File: src/rtl/segment_frame_writer.sv
// segment_frame_writer: bus master that writes one 7-segment frame to the display.
// It snapshots BCD hh:mm:ss plus the edit-field select, encodes the digits, and
// issues 9 single-byte writes: digit registers 0..7, then the blink mask at register 8.
//
// state | meaning
// IDLE  | waiting for an update request
// LOAD  | snapshot inputs into the frame registers, present the first write
// WRITE | drive frame[index] to register index; step forward on each accept
// DONE  | one-cycle done pulse, then re-run if a request arrived meanwhile
module segment_frame_writer #(
  parameter bit         SEG_ACTIVE_LOW     = 1'b1,
  parameter bit         BLANK_LEADING_ZERO = 1'b1,
  parameter logic [7:0] SEP_CODE           = 8'h40
) (
  input  logic       i_clk,
  input  logic       i_reset,
  input  logic       i_update,
  input  logic [7:0] i_hours_bcd,
  input  logic [7:0] i_minutes_bcd,
  input  logic [7:0] i_seconds_bcd,
  input  logic [1:0] i_blink_sel,
  output logic       o_busy,
  output logic       o_done,
  output logic [3:0] o_master_address,
  output logic       o_master_write,
  output logic [7:0] o_master_writedata,
  input  logic       i_master_waitrequest
);

  typedef enum logic [1:0] {S_IDLE, S_LOAD, S_WRITE, S_DONE} state_t;

  state_t          r_state;
  logic [8:0][7:0] r_frame;
  logic [3:0]      r_index;
  logic            r_pending;

  logic [8:0][7:0] w_snap;
  logic [3:0]      w_next_index;
  logic            w_accept;

  // Active-high gfedcba pattern; any non-decimal nibble shows 'E'.
  function automatic logic [7:0] f_seg(input logic [3:0] nib);
    case (nib)
      4'd0:    f_seg = 8'h3F;
      4'd1:    f_seg = 8'h06;
      4'd2:    f_seg = 8'h5B;
      4'd3:    f_seg = 8'h4F;
      4'd4:    f_seg = 8'h66;
      4'd5:    f_seg = 8'h6D;
      4'd6:    f_seg = 8'h7D;
      4'd7:    f_seg = 8'h07;
      4'd8:    f_seg = 8'h7F;
      4'd9:    f_seg = 8'h6F;
      default: f_seg = 8'h79;
    endcase
  endfunction

  // Panel polarity applies to every digit byte, blank and separator included.
  function automatic logic [7:0] f_pol(input logic [7:0] pat);
    f_pol = SEG_ACTIVE_LOW ? ~pat : pat;
  endfunction

  // Frame image computed from the live inputs; only captured in LOAD.
  always_comb begin
    w_snap = '0;
    if (BLANK_LEADING_ZERO && (i_hours_bcd[7:4] == 4'd0))
      w_snap[0] = f_pol(8'h00);
    else
      w_snap[0] = f_pol(f_seg(i_hours_bcd[7:4]));
    w_snap[1] = f_pol(f_seg(i_hours_bcd[3:0]));
    w_snap[2] = f_pol(SEP_CODE);
    w_snap[3] = f_pol(f_seg(i_minutes_bcd[7:4]));
    w_snap[4] = f_pol(f_seg(i_minutes_bcd[3:0]));
    w_snap[5] = f_pol(SEP_CODE);
    w_snap[6] = f_pol(f_seg(i_seconds_bcd[7:4]));
    w_snap[7] = f_pol(f_seg(i_seconds_bcd[3:0]));
    // Blink mask addresses digit positions directly and is never inverted.
    case (i_blink_sel)
      2'd1:    w_snap[8] = 8'b0000_0011;
      2'd2:    w_snap[8] = 8'b0001_1000;
      2'd3:    w_snap[8] = 8'b1100_0000;
      default: w_snap[8] = 8'b0000_0000;
    endcase
  end

  assign w_accept     = o_master_write & ~i_master_waitrequest;
  assign w_next_index = r_index + 4'd1;

  // Frame sequencer with registered bus and status outputs.
  always_ff @(posedge i_clk or posedge i_reset) begin
    if (i_reset) begin
      r_state            <= S_IDLE;
      r_frame            <= '0;
      r_index            <= '0;
      r_pending          <= 1'b0;
      o_busy             <= 1'b0;
      o_done             <= 1'b0;
      o_master_address   <= '0;
      o_master_write     <= 1'b0;
      o_master_writedata <= '0;
    end else begin
      o_done <= 1'b0;
      // Requests during a frame collapse into a single re-run.
      if ((r_state != S_IDLE) && i_update)
        r_pending <= 1'b1;
      case (r_state)
        S_IDLE: begin
          if (i_update) begin
            r_state   <= S_LOAD;
            r_pending <= 1'b0;
            o_busy    <= 1'b1;
          end
        end
        S_LOAD: begin
          r_frame            <= w_snap;
          r_index            <= 4'd0;
          o_master_address   <= 4'd0;
          o_master_writedata <= w_snap[0];
          o_master_write     <= 1'b1;
          r_state            <= S_WRITE;
        end
        S_WRITE: begin
          if (w_accept) begin
            if (r_index == 4'd8) begin
              o_master_write <= 1'b0;
              o_done         <= 1'b1;
              r_state        <= S_DONE;
            end else begin
              r_index            <= w_next_index;
              o_master_address   <= w_next_index;
              o_master_writedata <= r_frame[w_next_index];
            end
          end
        end
        S_DONE: begin
          // An update arriving in this very cycle chains straight into the next frame.
          if (r_pending || i_update) begin
            r_state   <= S_LOAD;
            r_pending <= 1'b0;
          end else begin
            r_state <= S_IDLE;
            o_busy  <= 1'b0;
          end
        end
        default: r_state <= S_IDLE;
      endcase
    end
  end

endmodule

File: config.mk
export PLATFORM = sky130hd
export DESIGN_NAME = segment_frame_writer
export DESIGN_NICKNAME = d
export VERILOG_FILES = /design/src/rtl/segment_frame_writer.sv
export SDC_FILE = /design/constraint.sdc
export NUM_CORES = 1
export LEC_CHECK = 0
export ABC_AREA = 1
export CAP_MARGIN = 5
export CORE_MARGIN = 3
export CORE_UTILIZATION = 57
export DETAILED_ROUTE_END_ITERATION = 6
export GPL_TIMING_DRIVEN = 0
export PLACE_DENSITY = 0.79
export SLEW_MARGIN = 10
export SYNTH_ARGS = -nofsm -noshare
export SYNTH_HDL_FRONTEND = slang
export SYNTH_SLANG_ARGS = --single-unit
File: constraint.sdc
create_clock -name i_clk -period 2.2 [get_ports i_clk]
set_input_delay 0.33 -clock i_clk [delete_from_list [all_inputs] [get_ports i_clk]]
set_output_delay 0.33 -clock i_clk [all_outputs]
set_load 0.01 [all_outputs]
==> flow_summary.yaml, run 1 <==
setup_path:
  critPathTopFamily: "buffers and inverters"
  crit_arrival_ps: 2260
  max_stage_delay_ps: 390
  path_buf_inv: 5
  startpoint_type: "flop"
  path_cells: "buf_4 -> inv_2 -> buf_4 -> ha_4 -> inv_2 -> clkbuf_4 -> nand3_1 -> nand3_1 -> nand3_1 -> nand2_1 -> nand2_1 -> nand2_1"
  criticalPathCategory: "reg -> reg"
  required_ps: 2440
  critPathSlowestCell: "dfrtp_1"
  end_kind: "flop"
  reg2reg_depth: 12
  worstPathMaxFanout: 10
  cp.depth: 12
detailed_routing:
  drcViolationCount: 0
  routed_wl_um: 10300
  viasPerCell: 5.41
  vias: 3803
  wl_per_cell_um: 14.6
  drtPass1Iterations: 7
  drt_iter0_markers: 265
  ant_nets: 0
pwr:
  leakagePower_nw: 2.50
  pwr-share-clk_pct: 14.7
  switching_share_pct: 44.8
  p_comb_share_pct: 52.6
  power_frac_seq_pct: 32.7
  p_int_w: 0.00342
  vdd_drop_max_uv: 591
  p_per_area_nw_per_um2: 1270
  switchingPower_w: 0.00277
timing:
  hold_viol: 0
  slew_headroom_pct: 47.2
  clock_skew_ps: 7.28
  worst_pin_slew_ps: 792
  setup_ws_ps: 180
  max_freq_ghz: 0.495
  final.period_utilization_pct: 91.8
  tns_ps: 0
  layout_min_cycle_time_ps: 2020
  setup_viol: 0
  report.final.slew_viol_count: 0
  grt_setup_unrepaired: "false"
cts:
  clkLatencyLatePin_ps: 350
  clock_sinks: 64
  clk_pin_slew_ps: 70
  cts_max_path_buffers: 2
  cts_tree: "built"
  h-tree-depth: 3
  holdBufCountCts: 0
  cts-root-buf: "clkbuf_8"
  cts-buffers-inserted: 9
grt:
  grt_max_degree: 65
  grt_usage_pct: 25.8
  first_global_vias: 3688
  grt_pass1_wl_um: 17000
  grt_overflow: 0
  antenna_found_initial: 0
layout:
  synthToLayoutAreaGrowth_pct: 18.4
  regArea_sq_um: 1600
  drive_gt1_share_pct: 8.73
  multi_input_area_sq_um: 2100
  final_cell_area_sq_um: 4860
  antenna_cells: 0
  fillers: 583
  fin_nets: 669
synthesis:
  syn-mean-instance-area_sq_um: 7.48
  synthSimpleGateAreaFrac_pct: 27.0
  synth_area_leaders: "dfrtp_1, nand2_1, ha_1"
  synth_mux_area_share_pct: 0
  synth_top_family_by_area: "simple AND/OR/NAND/NOR gates"
  synth_xor_area_share_pct: 0
  synth.cell_area_sq_um: 4100
  synth_compound_area_share_pct: 12.8
  synth_top_area_share_pct: 39.1
  ys_types: 32
  ys_ff_latch: 64
  yosysSeqAreaShare_pct: 39.1
  synthAdderAreaFrac_pct: 11.0
  synth_nets: 614
  yosysTopAreaCell: "dfrtp_1"
  yosysWarningCount: 0
  synth_cells: 548
place:
  pre_cts_ws_ps: -26.0
  hpwl_um: 7720
  placed_area_sq_um: 4660
  gp_congestion: 0.939
  portBuffers: 44
floorplan:
  die_y_um: 90.8
  start_util_pct: 59.7
  die_w_um: 90.8
  die_area_sq_um: 8250
  row_count: 30
  ios: 45
  core_sq_um: 6870
run_status:
  status: "finished, final reports clean"
job:
  max_cap_viol_count: 0
worst_hold_path:
  hold_class: "in -> async"
[logic make-up (layout without fill, tap and decap cells)]
family / Yosys count / in the layout
AO/OA/AOI/OAI: 94 / 94
adder cells (fa/ha/maj): 36 / 36
buffers and inverters: 101 / 160
flip-flops: 64 / 64
AND/OR/NAND/NOR: 253 / 253
[metal layers]
layer | GRT usage [%] | vias up | wire, um
met1 | 33.4 | 1808 | 4540
met3 | 5.50 | 17 | 517
met4 | 10.4 | 0 | 206
li1 | - | 1871 | -
met2 | 42.1 | 107 | 5020
met5 | 0 | - | 0
[cell usage after synthesis (all sizes together)]
master / number
o21ai: 45
o211ai: 1
a32oi: 1
nand3: 52
o22ai: 14
nor3: 5
a31oi: 8
a21oi: 21
a22oi: 2
inv: 83
nor2: 61
a21o: 1
buf: 14
ha: 36
o41ai: 1
nand2: 133
dfrtp: 64
nand4: 2
clkbuf: 4
[path summary, 6_finish.rpt]
kind | startpoint | to | slack, ps
setup reg to reg | r_index[0] | o_master_writedata[6] | 180
max in group asynchronous | i_reset | r_frame[29] | 1180
hold / removal | i_reset | r_frame[52] | 470
min in group i_clk | r_frame[10] | r_frame[10] | 490
setup / recovery | r_index[0] | o_master_writedata[6] | 180
hold reg to reg | r_frame[10] | r_frame[10] | 490
[cell type report]
cell class | count | area share [%]
buffer | 18 | 2.22
clock buffer | 12 | 3.20
clock inverter | 3 | 0.361
inverter | 83 | 6.52
multi-input combinational | 383 | 43.2
sequential | 64 | 33.0
tap | 96 | 2.47
timing repair buffer | 44 | 9.07
[layout by cell type (no fill, tap or decap)]
master | synthesis | layout
nor2_2 | 4 | 4
nor2_4 | 3 | 3
a21oi_1 | 20 | 20
clkbuf_1 | 4 | 5
dfrtp_1 | 64 | 64
clkbuf_8 | 0 | 11
nor2_1 | 53 | 53
nand3_4 | 1 | 1
a21o_1 | 1 | 1
clkbuf_4 | 0 | 1
nand2_1 | 127 | 127
o41ai_2 | 1 | 1
o22ai_1 | 14 | 14
nand3_1 | 50 | 50
clkinv_2 | 0 | 2
nor2_8 | 1 | 1
a21oi_2 | 1 | 1
buf_2 | 8 | 5
nand4_1 | 2 | 2
inv_4 | 1 | 2
o21ai_1 | 3 | 3
inv_1 | 76 | 75
a22oi_1 | 2 | 2
o21ai_0 | 42 | 42
a32oi_1 | 1 | 1
buf_1 | 2 | 2
nand2_2 | 6 | 6
clkinvlp_4 | 0 | 1
ha_4 | 0 | 1
a31oi_1 | 8 | 8
ha_1 | 36 | 35
nand3_2 | 1 | 1
inv_2 | 6 | 6
buf_4 | 2 | 4
clkdlybuf4s50_1 | 0 | 44
nor3_1 | 5 | 5
buf_6 | 2 | 2
o211ai_1 | 1 | 1
[power groups by stage]
stage | clock (W) | combinational (W) | sequential, W
3_5_place_dp | 0 | 0.00316 | 0.00204
6_report | 0.000909 | 0.00326 | 0.00202
3_3_place_gp | 0 | 0.00307 | 0.00201
5_1_grt | 0.000973 | 0.00364 | 0.00208
2_1_floorplan | 0 | 0.00217 | 0.00199
4_1_cts | 0.000911 | 0.00319 | 0.00202
[stage by stage]
step	util, %	instances	total power [W]	hold WS, ps
final	70.7	703	0.00619	467
after global routing	70.7	703	0.00670	515
after floorplan	-	548	0.00417	424
after global placement	67.9	688	0.00508	467
after detailed placement	67.9	688	0.00520	469
after CTS	70.5	703	0.00612	488
[repair_timing]
item / in CTS / in global routing
endpoints found under the setup margin: 4 / 7
buffers inserted: 0 / 0
pin swaps: 0 / 0
resized for setup: 2 / 4
gates cloned: 0 / 0
endpoints found under the hold margin: 0 / 0
[flip-flops by register name, indices dropped and copies added, names as in the netlist]
| signal | count |
|---|---|
| o_busy | 1 |
| o_done | 1 |
| o_master_write | 1 |
| o_master_writedata | 8 |
| r_frame | 46 |
| r_index | 4 |
| r_pending | 1 |
| r_state | 2 |
[worst register-to-register path: stages (launching register included)]
cell      delay, ps
dfrtp_1         390
buf_4           180
inv_2            80
buf_4           190
ha_4            330
inv_2            60
clkbuf_4        190
nand3_1         120
nand3_1          90
nand3_1         120
nand2_1          70
nand2_1          60
nand2_1          40
Note: power is estimated with default switching activity, not from simulation.
==> inputs of run 2 (changes only) <==
--- a/config.mk
+++ b/config.mk
@@ -6,7 +6,6 @@
 export NUM_CORES = 1
 export LEC_CHECK = 0
 export ABC_AREA = 1
-export CAP_MARGIN = 5
 export CORE_MARGIN = 3
 export CORE_UTILIZATION = 57
 export DETAILED_ROUTE_END_ITERATION = 6
==> results of run 2 <==
No change in the layout: final DEF, timing and power equal those of run 1.
==> inputs of run 3 (changes only) <==
--- a/config.mk
+++ b/config.mk
@@ -10,7 +10,7 @@
 export CORE_UTILIZATION = 57
 export DETAILED_ROUTE_END_ITERATION = 6
 export GPL_TIMING_DRIVEN = 0
-export PLACE_DENSITY = 0.79
+export PLACE_DENSITY = 0.8
 export SLEW_MARGIN = 10
 export SYNTH_ARGS = -nofsm -noshare
 export SYNTH_HDL_FRONTEND = slang
==> flow_summary.yaml, run 3 (same netlist as run 1, synthesis figures left out) <==
run_status:
  status: "finished, final reports clean"
layout:
  largest_reg_flops: 46
  fin_nets: 668
  synthToLayoutAreaGrowth_pct: 19.4
  final_common_cell: "nand2_1"
  antenna_cells: 0
  final_cell_area_sq_um: 4900
  instances_no_fill: 703
  reg.largest.list: "r_frame x46, o_master_writedata x8, r_index x4"
  largest-register: "r_frame"
  final_util_pct: 71.3
  fillers: 579
  drive_gt1_share_pct: 8.73
  mostFrequentLayoutCells: "nand2_1, inv_1, dfrtp_1, nor2_1, nand3_1"
cts:
  clkLatencyLatePin_ps: 340
  cts_resized: 1
  cts-root-buf: "clkbuf_8"
  cts_max_path_buffers: 2
  clk_pin_slew_ps: 70
  cts_setup_buffers: 0
  holdBufCountCts: 0
  cts-buffers-inserted: 9
  cts_tree: "built"
  clock_sinks: 64
  h-tree-depth: 3
setup_path:
  critPathTopFamily: "buffers and inverters"
  worstPathMaxFanout: 10
  end_kind: "flop"
  critPathSlowestCell: "dfrtp_1"
  required_ps: 2420
  max_stage_delay_ps: 380
  startpoint_type: "flop"
  crit_arrival_ps: 2260
  criticalPathCategory: "reg -> reg"
  path_buf_inv: 4
  path_cells: "clkbuf_4 -> inv_2 -> clkbuf_4 -> ha_4 -> buf_2 -> nor2_1 -> nor2_2 -> nand3_1 -> nand3_1 -> a21oi_2"
floorplan:
  core_sq_um: 6870
  die_area_sq_um: 8250
  die_w_um: 90.8
  row_count: 30
  ios: 45
  start_util_pct: 59.7
  die_y_um: 90.8
detailed_routing:
  vias: 3818
  drt_iter0_markers: 300
  routed_wl_um: 10100
  drcViolationCount: 0
  wl_per_cell_um: 14.4
  drtPass1Iterations: 7
  viasPerCell: 5.43
  ant_nets: 0
grt:
  first_global_vias: 3664
  grt_max_degree: 65
  grt_pass1_wl_um: 17100
  grt_overflow: 0
  antenna_found_initial: 0
  grt_usage_pct: 25.7
place:
  placed_area_sq_um: 4660
  portBuffers: 44
  dp_cells: 688
  hpwl_um: 7660
  gp_congestion: 0.932
timing:
  whs_ps: 487
  report.final.slew_viol_count: 0
  max_freq_ghz: 0.492
  clock_skew_ps: 10.8
  hold_viol: 0
  worst_pin_slew_ps: 778
  setup_viol: 0
  final.period_utilization_pct: 92.4
  layout_min_cycle_time_ps: 2030
  slew_headroom_pct: 48.1
  tns_ps: 0
  grt_setup_unrepaired: "false"
pwr:
  p_per_area_nw_per_um2: 1300
  leakagePower_nw: 2.52
  vdd_drop_max_uv: 546
job:
  max_cap_viol_count: 0
worst_hold_path:
  hold_class: "in -> async"
[run 3: worst paths after layout]
kind,from,end,slack [ps],cells after the start
worst max-delay path,r_index[0],o_master_writedata[2],170,10
worst min-delay path,i_reset,r_frame[48],490,2
worst max register to register,r_index[0],o_master_writedata[2],170,10
worst min register to register,o_master_writedata[1],o_master_writedata[1],490,2
max in group asynchronous,i_reset,r_frame[38],1190,2
min in group i_clk,o_master_writedata[1],o_master_writedata[1],490,2
[run 3: cell type report]
cell class	count	area (sq um)	area share (%)
Inverter	83	319	6.52
Tap cell	96	120	2.45
Timing Repair Buffer	44	440	9.00
Multi-Input combinational cell	383	2100	42.8
Clock buffer	14	183	3.73
Buffer	17	100	2.04
Sequential cell	64	1600	32.7
Clock inverter	2	35.0	0.716
[run 3: metal layers]
| layer | routed length (um) | global-route usage [%] |
|---|---|---|
| met1 | 4430 | 33.7 |
| met4 | 257 | 10.9 |
| met2 | 4850 | 42.8 |
| met5 | 0 | 0 |
| met3 | 581 | 3.42 |
[run 3: power by group]
part	total [W]	internal, W	switching (W)	leakage [nW]
sequential	0.00202	0.00171	0.000313	0.786
combinational	0.00323	0.00123	0.00200	1.62
clock	0.00109	0.000646	0.000447	0.113
total	0.00635	0.00359	0.00276	2.52
[run 3: worst reg2reg max path, stage by stage, from the launching register on]
cell      delay (ps)
dfrtp_1          380
clkbuf_4         210
inv_2             80
clkbuf_4         200
ha_4             350
buf_2            230
nor2_1            80
nor2_2           100
nand3_1          100
nand3_1          120
a21oi_2           70
[run 3: per-stage QoR]
stage	setup WS, ps	power, W
3_3_place_gp	-774	0.00507
2_1_floorplan	272	0.00417
4_1_cts	13.4	0.00629
5_1_grt	34.3	0.00688
6_report	166	0.00635
3_5_place_dp	-17.9	0.00518
